<file path="src/rtl/pipeline_hazard_ctrl_if.sv">
// Hazard-controller bundle: the pipeline drives the decode/EX/cache status inputs
// through the master modport, and the controller drives the enables and forward selects.
interface pipeline_hazard_ctrl_if #(
    parameter int REG_AW    = 5,
    parameter int FWD_DEPTH = 3,
    parameter int CNT_W     = 16
);
    localparam int SEL_W = $clog2(FWD_DEPTH + 1);

    logic              icache_busy;
    logic              dcache_busy;
    logic              id_valid;
    logic [REG_AW-1:0] id_rs1;
    logic [REG_AW-1:0] id_rs2;
    logic              id_use1;
    logic              id_use2;
    logic [REG_AW-1:0] id_rd;
    logic              id_we;
    logic              id_is_load;
    logic              id_is_mc;
    logic              ex_taken;

    logic              pc_en;
    logic              if_id_en;
    logic              id_ex_en;
    logic              down_en;
    logic              flush_if_id;
    logic              bubble_id_ex;
    logic [SEL_W-1:0]  fwd_sel1;
    logic [SEL_W-1:0]  fwd_sel2;
    logic              mc_busy;
    logic [CNT_W-1:0]  stall_cnt;

    modport master (
        output icache_busy, dcache_busy, id_valid, id_rs1, id_rs2, id_use1, id_use2,
               id_rd, id_we, id_is_load, id_is_mc, ex_taken,
        input  pc_en, if_id_en, id_ex_en, down_en, flush_if_id, bubble_id_ex,
               fwd_sel1, fwd_sel2, mc_busy, stall_cnt
    );

    modport slave (
        input  icache_busy, dcache_busy, id_valid, id_rs1, id_rs2, id_use1, id_use2,
               id_rd, id_we, id_is_load, id_is_mc, ex_taken,
        output pc_en, if_id_en, id_ex_en, down_en, flush_if_id, bubble_id_ex,
               fwd_sel1, fwd_sel2, mc_busy, stall_cnt
    );
endinterface

</file>
<file path="src/rtl/pipeline_hazard_ctrl.sv">
// 5-stage hazard/stall controller: in-flight rd scoreboard, forward selects, load-use, MC hold.
// Enables/selects are combinational on registered state; cache busy freezes everything but the stall counter.
module pipeline_hazard_ctrl #(
    parameter int REG_AW    = 5,
    parameter int FWD_DEPTH = 3,
    parameter int MC_LAT    = 4,
    parameter int CNT_W     = 16
) (
    input  logic                  clk_i,
    input  logic                  rst_ni,
    pipeline_hazard_ctrl_if.slave hz
);
    localparam int SEL_W = $clog2(FWD_DEPTH + 1);
    localparam int MCC_W = (MC_LAT > 2) ? $clog2(MC_LAT - 1) : 1;

    typedef enum logic {RUN, MC_WAIT} state_t;
    typedef struct packed {
        logic [REG_AW-1:0] rd;
        logic              we;
        logic              ld;
    } sb_t;

    state_t            state_q, state_d;
    logic [MCC_W-1:0]  cnt_q, cnt_d;
    sb_t               sb_q [0:FWD_DEPTH];
    logic [REG_AW-1:0] ex_rs1_q, ex_rs2_q;
    logic              ex_use1_q, ex_use2_q;
    logic [CNT_W-1:0]  stall_cnt_q;

    logic             busy, lu_hit, id_live;
    logic             pc_en, if_id_en, id_ex_en, down_en, flush, bubble;
    logic [SEL_W-1:0] fwd1, fwd2;

    assign busy   = hz.icache_busy | hz.dcache_busy;
    assign lu_hit = sb_q[0].ld & sb_q[0].we & (sb_q[0].rd != '0) & hz.id_valid &
                    ((hz.id_use1 & (hz.id_rs1 == sb_q[0].rd)) |
                     (hz.id_use2 & (hz.id_rs2 == sb_q[0].rd)));
    assign id_live = hz.id_valid & ~bubble;

    // Outputs are forced low while reset is asserted, independent of the clock.
    always_comb begin
        state_d  = state_q;
        cnt_d    = cnt_q;
        pc_en    = 1'b0;
        if_id_en = 1'b0;
        id_ex_en = 1'b0;
        down_en  = 1'b0;
        flush    = 1'b0;
        bubble   = 1'b0;
        if (!rst_ni || busy) begin
            state_d = state_q;
        end else if (state_q == RUN && hz.ex_taken) begin
            {pc_en, if_id_en, id_ex_en, down_en} = 4'b1111;
            flush  = 1'b1;
            bubble = 1'b1;
        end else if (state_q == MC_WAIT) begin
            down_en = 1'b1;
            if (cnt_q == '0) state_d = RUN;
            else             cnt_d   = cnt_q - 1'b1;
        end else if (lu_hit) begin
            id_ex_en = 1'b1;
            down_en  = 1'b1;
            bubble   = 1'b1;
        end else begin
            {pc_en, if_id_en, id_ex_en, down_en} = 4'b1111;
            if (MC_LAT > 1 && hz.id_valid && hz.id_is_mc) begin
                state_d = MC_WAIT;
                cnt_d   = MCC_W'(MC_LAT - 2);
            end
        end
    end

    // Descending scan so the youngest matching stage wins.
    always_comb begin
        fwd1 = '0;
        fwd2 = '0;
        for (int k = FWD_DEPTH; k >= 1; k--) begin
            if (sb_q[k].we && sb_q[k].rd != '0 && ex_use1_q && sb_q[k].rd == ex_rs1_q)
                fwd1 = SEL_W'(k);
            if (sb_q[k].we && sb_q[k].rd != '0 && ex_use2_q && sb_q[k].rd == ex_rs2_q)
                fwd2 = SEL_W'(k);
        end
    end

    always_ff @(posedge clk_i or negedge rst_ni) begin
        if (!rst_ni) begin
            state_q     <= RUN;
            cnt_q       <= '0;
            ex_rs1_q    <= '0;
            ex_rs2_q    <= '0;
            ex_use1_q   <= 1'b0;
            ex_use2_q   <= 1'b0;
            stall_cnt_q <= '0;
            for (int k = 0; k <= FWD_DEPTH; k++) sb_q[k] <= '0;
        end else begin
            state_q <= state_d;
            cnt_q   <= cnt_d;
            if (id_ex_en) begin
                sb_q[0]   <= '{rd: hz.id_rd, we: hz.id_we & id_live, ld: hz.id_is_load & id_live};
                ex_rs1_q  <= hz.id_rs1;
                ex_rs2_q  <= hz.id_rs2;
                ex_use1_q <= hz.id_use1;
                ex_use2_q <= hz.id_use2;
            end
            if (down_en) begin
                // While EX is held by a multi-cycle op, a NOP drains into stage 1.
                sb_q[1] <= (state_q == MC_WAIT) ? '0 : sb_q[0];
                for (int k = 2; k <= FWD_DEPTH; k++) sb_q[k] <= sb_q[k-1];
            end
            if (!pc_en && stall_cnt_q != {CNT_W{1'b1}})
                stall_cnt_q <= stall_cnt_q + 1'b1;
        end
    end

    assign hz.pc_en        = pc_en;
    assign hz.if_id_en     = if_id_en;
    assign hz.id_ex_en     = id_ex_en;
    assign hz.down_en      = down_en;
    assign hz.flush_if_id  = flush;
    assign hz.bubble_id_ex = bubble;
    assign hz.fwd_sel1     = fwd1;
    assign hz.fwd_sel2     = fwd2;
    assign hz.mc_busy      = (state_q == MC_WAIT);
    assign hz.stall_cnt    = stall_cnt_q;
endmodule
</file>
<file path="src/flat_wrapper.sv">
// flat-port wrapper written by rule: the top's interface ports become plain ports
module pipeline_hazard_ctrl_flat 
#(
    parameter int REG_AW    = 5,
    parameter int FWD_DEPTH = 3,
    parameter int MC_LAT    = 4,
    parameter int CNT_W     = 16
)
  (clk_i, rst_ni, hz_icache_busy, hz_dcache_busy, hz_id_valid, hz_id_rs1, hz_id_rs2, hz_id_use1, hz_id_use2, hz_id_rd, hz_id_we, hz_id_is_load, hz_id_is_mc, hz_ex_taken, hz_pc_en, hz_if_id_en, hz_id_ex_en, hz_down_en, hz_flush_if_id, hz_bubble_id_ex, hz_fwd_sel1, hz_fwd_sel2, hz_mc_busy, hz_stall_cnt);
  pipeline_hazard_ctrl_if #(.REG_AW(REG_AW), .FWD_DEPTH(FWD_DEPTH), .CNT_W(CNT_W)) hz_i ();
  input  logic clk_i;
  input  logic rst_ni;
  input wire logic [$bits(hz_i.icache_busy)-1:0] hz_icache_busy;
  input wire logic [$bits(hz_i.dcache_busy)-1:0] hz_dcache_busy;
  input wire logic [$bits(hz_i.id_valid)-1:0] hz_id_valid;
  input wire logic [$bits(hz_i.id_rs1)-1:0] hz_id_rs1;
  input wire logic [$bits(hz_i.id_rs2)-1:0] hz_id_rs2;
  input wire logic [$bits(hz_i.id_use1)-1:0] hz_id_use1;
  input wire logic [$bits(hz_i.id_use2)-1:0] hz_id_use2;
  input wire logic [$bits(hz_i.id_rd)-1:0] hz_id_rd;
  input wire logic [$bits(hz_i.id_we)-1:0] hz_id_we;
  input wire logic [$bits(hz_i.id_is_load)-1:0] hz_id_is_load;
  input wire logic [$bits(hz_i.id_is_mc)-1:0] hz_id_is_mc;
  input wire logic [$bits(hz_i.ex_taken)-1:0] hz_ex_taken;
  output wire logic [$bits(hz_i.pc_en)-1:0] hz_pc_en;
  output wire logic [$bits(hz_i.if_id_en)-1:0] hz_if_id_en;
  output wire logic [$bits(hz_i.id_ex_en)-1:0] hz_id_ex_en;
  output wire logic [$bits(hz_i.down_en)-1:0] hz_down_en;
  output wire logic [$bits(hz_i.flush_if_id)-1:0] hz_flush_if_id;
  output wire logic [$bits(hz_i.bubble_id_ex)-1:0] hz_bubble_id_ex;
  output wire logic [$bits(hz_i.fwd_sel1)-1:0] hz_fwd_sel1;
  output wire logic [$bits(hz_i.fwd_sel2)-1:0] hz_fwd_sel2;
  output wire logic [$bits(hz_i.mc_busy)-1:0] hz_mc_busy;
  output wire logic [$bits(hz_i.stall_cnt)-1:0] hz_stall_cnt;
  assign hz_i.icache_busy = hz_icache_busy;
  assign hz_i.dcache_busy = hz_dcache_busy;
  assign hz_i.id_valid = hz_id_valid;
  assign hz_i.id_rs1 = hz_id_rs1;
  assign hz_i.id_rs2 = hz_id_rs2;
  assign hz_i.id_use1 = hz_id_use1;
  assign hz_i.id_use2 = hz_id_use2;
  assign hz_i.id_rd = hz_id_rd;
  assign hz_i.id_we = hz_id_we;
  assign hz_i.id_is_load = hz_id_is_load;
  assign hz_i.id_is_mc = hz_id_is_mc;
  assign hz_i.ex_taken = hz_ex_taken;
  assign hz_pc_en = hz_i.pc_en;
  assign hz_if_id_en = hz_i.if_id_en;
  assign hz_id_ex_en = hz_i.id_ex_en;
  assign hz_down_en = hz_i.down_en;
  assign hz_flush_if_id = hz_i.flush_if_id;
  assign hz_bubble_id_ex = hz_i.bubble_id_ex;
  assign hz_fwd_sel1 = hz_i.fwd_sel1;
  assign hz_fwd_sel2 = hz_i.fwd_sel2;
  assign hz_mc_busy = hz_i.mc_busy;
  assign hz_stall_cnt = hz_i.stall_cnt;
  pipeline_hazard_ctrl #(.REG_AW(REG_AW), .FWD_DEPTH(FWD_DEPTH), .MC_LAT(MC_LAT), .CNT_W(CNT_W)) u_core (.clk_i(clk_i), .rst_ni(rst_ni), .hz(hz_i));
endmodule
</file>
<file path="config.mk">
export PLATFORM = sky130hd
export DESIGN_NAME = pipeline_hazard_ctrl_flat
export DESIGN_NICKNAME = d
export VERILOG_FILES = /design/src/rtl/pipeline_hazard_ctrl_if.sv /design/src/rtl/pipeline_hazard_ctrl.sv /design/src/flat_wrapper.sv
export SDC_FILE = /design/constraint.sdc
export NUM_CORES = 1
export LEC_CHECK = 0
export ABC_AREA = 1
export BUFFER_PORTS_ARGS = -buffer_cell sky130_fd_sc_hd__buf_4
export CORE_MARGIN = 10
export CORE_UTILIZATION = 53
export CTS_BUF_LIST = sky130_fd_sc_hd__clkbuf_4 sky130_fd_sc_hd__clkbuf_8
export DETAILED_ROUTE_END_ITERATION = 10
export PLACE_DENSITY = 0.77
export REMOVE_ABC_BUFFERS = 1
export SLEW_MARGIN = 5
export SYNTH_ARGS = -nofsm -noshare
export SYNTH_HDL_FRONTEND = slang
export SYNTH_SLANG_ARGS = --single-unit
</file>
<file path="constraint.sdc">
create_clock -name clk_i -period 5.6 [get_ports clk_i]
set_clock_uncertainty 0.2 [all_clocks]
set_input_delay 1.4 -clock clk_i [delete_from_list [all_inputs] [get_ports clk_i]]
set_output_delay 1.4 -clock clk_i [all_outputs]
set_load 0.01 [all_outputs]
</file>
======== Word-level counts from Yosys, hierarchy flattened ========
Index checks and enable logic that the tools add are counted.
storage, ports and cells
  flip-flop bits (word level) ............. 56
  input bits .............................. 26
  output and inout port bits .............. 27
  logic and storage cells ................. 102
cells by class
  $add $sub $neg .......................... 2
  muxes and demuxes ....................... 29
  eq/ne operators ......................... 11
  bitwise gates (word level) .............. 15
  reductions and logical operators ........ 29
operator list
  cell                                                                     count
  5-bit equality test                                                      8
  2-bit 2-to-1 mux                                                         10
  5-bit nonzero test                                                       4
  1-bit logical AND                                                        18
  1-bit 2-to-1 mux                                                         18
  16-bit by 1-bit adder with 16-bit output, second input constant          1
  16-bit inequality test, second input constant                            1
  1-bit AND                                                                9
  7-bit 2-to-1 mux                                                         1
  5-bit AND reduction                                                      1
  1-bit inverter                                                           4
  1-bit logical NOT                                                        2
  2-bit logical NOT                                                        1
  2-bit by 1-bit inequality test with 1-bit output, second input constant  1
  2-bit inequality test, second input constant                             1
  1-bit bitwise OR                                                         2
  2-bit AND reduction                                                      1
  2-bit nonzero test                                                       1
  2-bit by 1-bit subtractor with 2-bit output, second input constant       1
  1-bit logical OR                                                         1

======== Longest topological paths before layout ========
  depth after elaboration ................. 11
  depth in mapped cells ................... 12
  mapped depth without buffers ............ 11

======== Worst setup path before layout ========
OpenSTA, ideal clock, no wires.
  path type ............................... input-to-output
  from .................................... input port hz_dcache_busy
  to ...................................... output port hz_pc_en
  path slack .............................. 1.359 ns
  cell stages on the path ................. 9
  data arrival time ....................... 2.641 ns
  data required time ...................... 4.000 ns
  path buffers ............................ 2
  cell sequence ........................... nor2_1 -> nand2_2 -> nor2_4 -> inv_2 -> nor2_1 -> inv_2 -> buf_2 -> nand2_1 -> buf_4
on the way
  cells in the longest elaborated chain, start to end .. 3
ends and longest elaborated chain
  item              line                        source
  from (decl)       flat_wrapper.sv:14          input wire logic [$bits(hz_i.dcache_busy)-1:0] hz_dcache_busy;
  1-bit bitwise OR  pipeline_hazard_ctrl.sv:34  assign busy = hz.icache_busy | hz.dcache_busy;
  1-bit logical OR  pipeline_hazard_ctrl.sv:50  if (!rst_ni || busy) begin
  1-bit 2-to-1 mux  n/a
  to (decl)         flat_wrapper.sv:25          output wire logic [$bits(hz_i.pc_en)-1:0] hz_pc_en;
Every way passes these cells.

======== Worst setup path after layout ========
  from .................................... input port hz_dcache_busy
  to ...................................... output port hz_if_id_en
on the way
  cells in the longest elaborated chain, start to end .. 3
ends and longest elaborated chain
  item              line                        source
  1-bit bitwise OR  pipeline_hazard_ctrl.sv:34
  1-bit logical OR  pipeline_hazard_ctrl.sv:50
  1-bit 2-to-1 mux  pipeline_hazard_ctrl.sv:50
  to (decl)         flat_wrapper.sv:26          output wire logic [$bits(hz_i.if_id_en)-1:0] hz_if_id_en;
Every way passes these cells.

==> out/results.ini <==
[clock_tree]
cts_max_path_buffers=2
cts-buffers-inserted=5
cts_sinks=56
cts_resized=0
post_cts_buffers=0
cts-root-buf=clkbuf_8
htree_levels=2
hold_buffers=0
clk_pin_slew_ns=0.10
cts_tree=done
clk_latency_ns=0.30

[yosys]
ys.flop_type=dfrtp_1
synth_top_family_by_area=simple AND/OR/NAND/NOR gates
synthXorXnorAreaFrac_pct=7.31
synth_warnings=0
syn_inst=453
synthMuxAreaShare_pct=0
yosys.cell_types.count=28
synth.cell_area_um2=3360
synth_compound_area_share_pct=7.23
synth_simple_gate_area_share_pct=34.5
synthAdderAreaFrac_pct=0.745
synth_edf_count=0
seq_area_frac_synth_pct=41.7
synthArstFlopShare_pct=100
avgSynthCellArea_um2=7.41
synth_seq_cells=56

[power_and_ir_drop]
leakage_nw=2.01
pwr-share-seq_pct=46.8
power_density_nw_per_um2=371
combPwrFrac_pct=37.6
p_int_mw=0.857
total_power_mw=1.44
swShare_pct=40.5
ir_worst_vdd_mv=0.265
p_sw_mw=0.584
clockPowerShare_pct=15.6

[global_route]
grt_pass1_vias=3143
use_met2_pct=31.7
grt_usage_pct=17.1
busiest_layer=met2
grt_overflow=0
gr-usage-met1_pct=18.5
antenna_found_initial=0
grt_max_degree=57
grt_use_met3_pct=3.60
grt_first_pass_wirelength_um=14100

[route]
wl_per_cell_um=14.5
via_per_inst=5.29
wl_um=8390
antenna_left=0
drt_iter0_markers=155
via_count=3069
drcViolationCount=0
dr.pass1.iters=4

[layout]
drive_above_1_share_pct=18.0
final_util_pct=64.5
final_nets=532
syn2layout_area_growth_pct=15.8
antenna_cells=0
fillers=557

[floorplanning]
die_area_um2=9920
die_h_um=99.6
rows=28
start_util_pct=55.7
dieWidth_um=99.6
core-area_um2=6030
ios=53

[placement]
gp_congestion=0.921
dp_hpwl_um=6500
io_buffer_count=52
place_ws_ns=1.27

[sta]
tns_ns=0
max_freq_mhz=231
finalHoldViolCount=0
max_slew_margin_pct=53.4
hold_ws_ns=0.287
period_share_pct=77.4
maxSlewViolCount=0
rsz0062_at_grt=no
layout_setup_ws_ns=1.27
fin_crit_ns=4.33
setup_violations=0
tightest_slew_ns=0.699

[critical_path]
worstPathRequired_ns=4.00
reg2regPathDepth=9
cpPeakStageDelay_ns=0.29
arrival_ns=2.73
end_kind=output port
crit_path_frequent_cell=buf_4
crit_type=input port to output port
crit_path_cell_trace=buf_4 -> nor2_1 -> nand2_2 -> nor2_4 -> buf_4 -> nand2_2 -> nand2_1 -> buf_4
critPathMaxFanout=29
startpoint_type=input port
critPathSlowestCell=nand2_2

[job]
drv_cap=0

[outcome]
status=finished, final reports clean

[hold_path]
worstHoldPathCells=2
hp-class=flop to flop

==> power by group through the flow <==
stage               clock network, mW  registers, mW  logic [mW]
floorplan                           0          0.653       0.371
global placement                    0          0.676       0.527
detailed placement                  0          0.679       0.547
CTS                             0.233          0.671       0.548
global route                    0.245          0.694       0.621
finish                          0.225          0.675       0.542
==> cells in the final DEF (no fill, tap or decap), types with 14 or more instances in the layout <==
cell,synthesis,routed
inv_1,55,55
nand2_1,140,140
xor2_1,14,14
nand2_2,20,20
xnor2_1,14,14
o21ai_0,34,34
nor2_1,27,27
nand3_1,25,25
dfrtp_1,56,56
buf_4,1,55
nand4_1,26,26
==> metal layers <==
| metal | wire (um) | up-vias | part of all wire (%) |
|---|---|---|---|
| li1 | - | 1544 | - |
| met1 | 3390 | 1438 | 40 |
| met2 | 4470 | 70 | 53 |
| met3 | 371 | 17 | 4.4 |
| met4 | 159 | 0 | 1.9 |
| met5 | 0 | - | 0 |
==> final timing paths <==
| kind | slack, ns | startpoint | end |
|---|---|---|---|
| min in group asynchronous | 1.02 | rst_ni | u_core.sb_q[3] |
| setup reg to reg | 3.47 | u_core.hz.stall_cnt[0] | u_core.hz.stall_cnt[6] |
| max in group asynchronous | 3.70 | rst_ni | u_core.sb_q[22] |
| hold / removal | 0.29 | u_core.sb_q[1] | u_core.sb_q[1] |
| hold reg to reg | 0.29 | u_core.sb_q[1] | u_core.sb_q[1] |
| setup / recovery | 1.27 | hz_dcache_busy | hz_if_id_en |
==> layout make-up <==
cell class | instances | area, um2 | area share (%)
Clock inverter | 2 | 10.0 | 0.257
Clock buffer | 6 | 82.6 | 2.12
Sequential cell | 56 | 1400 | 36.0
Multi-Input combinational cell | 328 | 1670 | 43.0
Tap cell | 75 | 93.8 | 2.41
Inverter | 58 | 218 | 5.60
Timing Repair Buffer | 55 | 413 | 10.6
==> critical path: cells and delay by family <==
kind          cells  cell delay, ns
buf+inv           3            0.51
simple gates      5            0.80
==> registers in the layout, indices dropped and copies added (netlist names) <==
| name | cells |
|---|---|
| u_core.cnt_q | 2 |
| u_core.sb_q | 25 |
| u_core.hz.mc_busy | 1 |
| u_core.ex_rs1_q | 5 |
| u_core.ex_use2_q | 1 |
| u_core.hz.stall_cnt | 16 |
| u_core.ex_rs2_q | 5 |
| u_core.ex_use1_q | 1 |
==> kinds of logic (layout without fill, tap and decap cells) <==
| family | Yosys count | count (layout) |
|---|---|---|
| adders and majority gates | 2 | 2 |
| buffers and inverters | 69 | 121 |
| DFF | 56 | 56 |
| and+or+nand+nor | 252 | 252 |
| xor gates and xnor gates | 28 | 28 |
| AOI/OAI and AO/OA | 46 | 46 |
==> metrics by stage <==
stage          cells  cell area [um2]
2_1_floorplan    442             3290
3_5_place_dp     572             3800
3_3_place_gp     572             3800
4_1_cts          580             3890
5_1_grt          580             3890
6_report         580             3890
==> synth_stat cells (4+ instances only) <==
| library cell | instances | area (um2) |
|---|---|---|
| xnor2_1 | 14 | 123 |
| nand2_1 | 140 | 526 |
| nand3_1 | 25 | 125 |
| nor2_1 | 27 | 101 |
| inv_1 | 55 | 206 |
| dfrtp_1 | 56 | 1400 |
| xor2_1 | 14 | 123 |
| o22ai_1 | 5 | 31.3 |
| clkbuf_1 | 4 | 15.0 |
| nor3_1 | 8 | 40.0 |
| nand4_1 | 26 | 163 |
| buf_2 | 5 | 25.0 |
| a21oi_1 | 4 | 20.0 |
| nand2_2 | 20 | 125 |
| o21ai_0 | 34 | 170 |
Note: power is estimated with default switching activity, not from simulation.
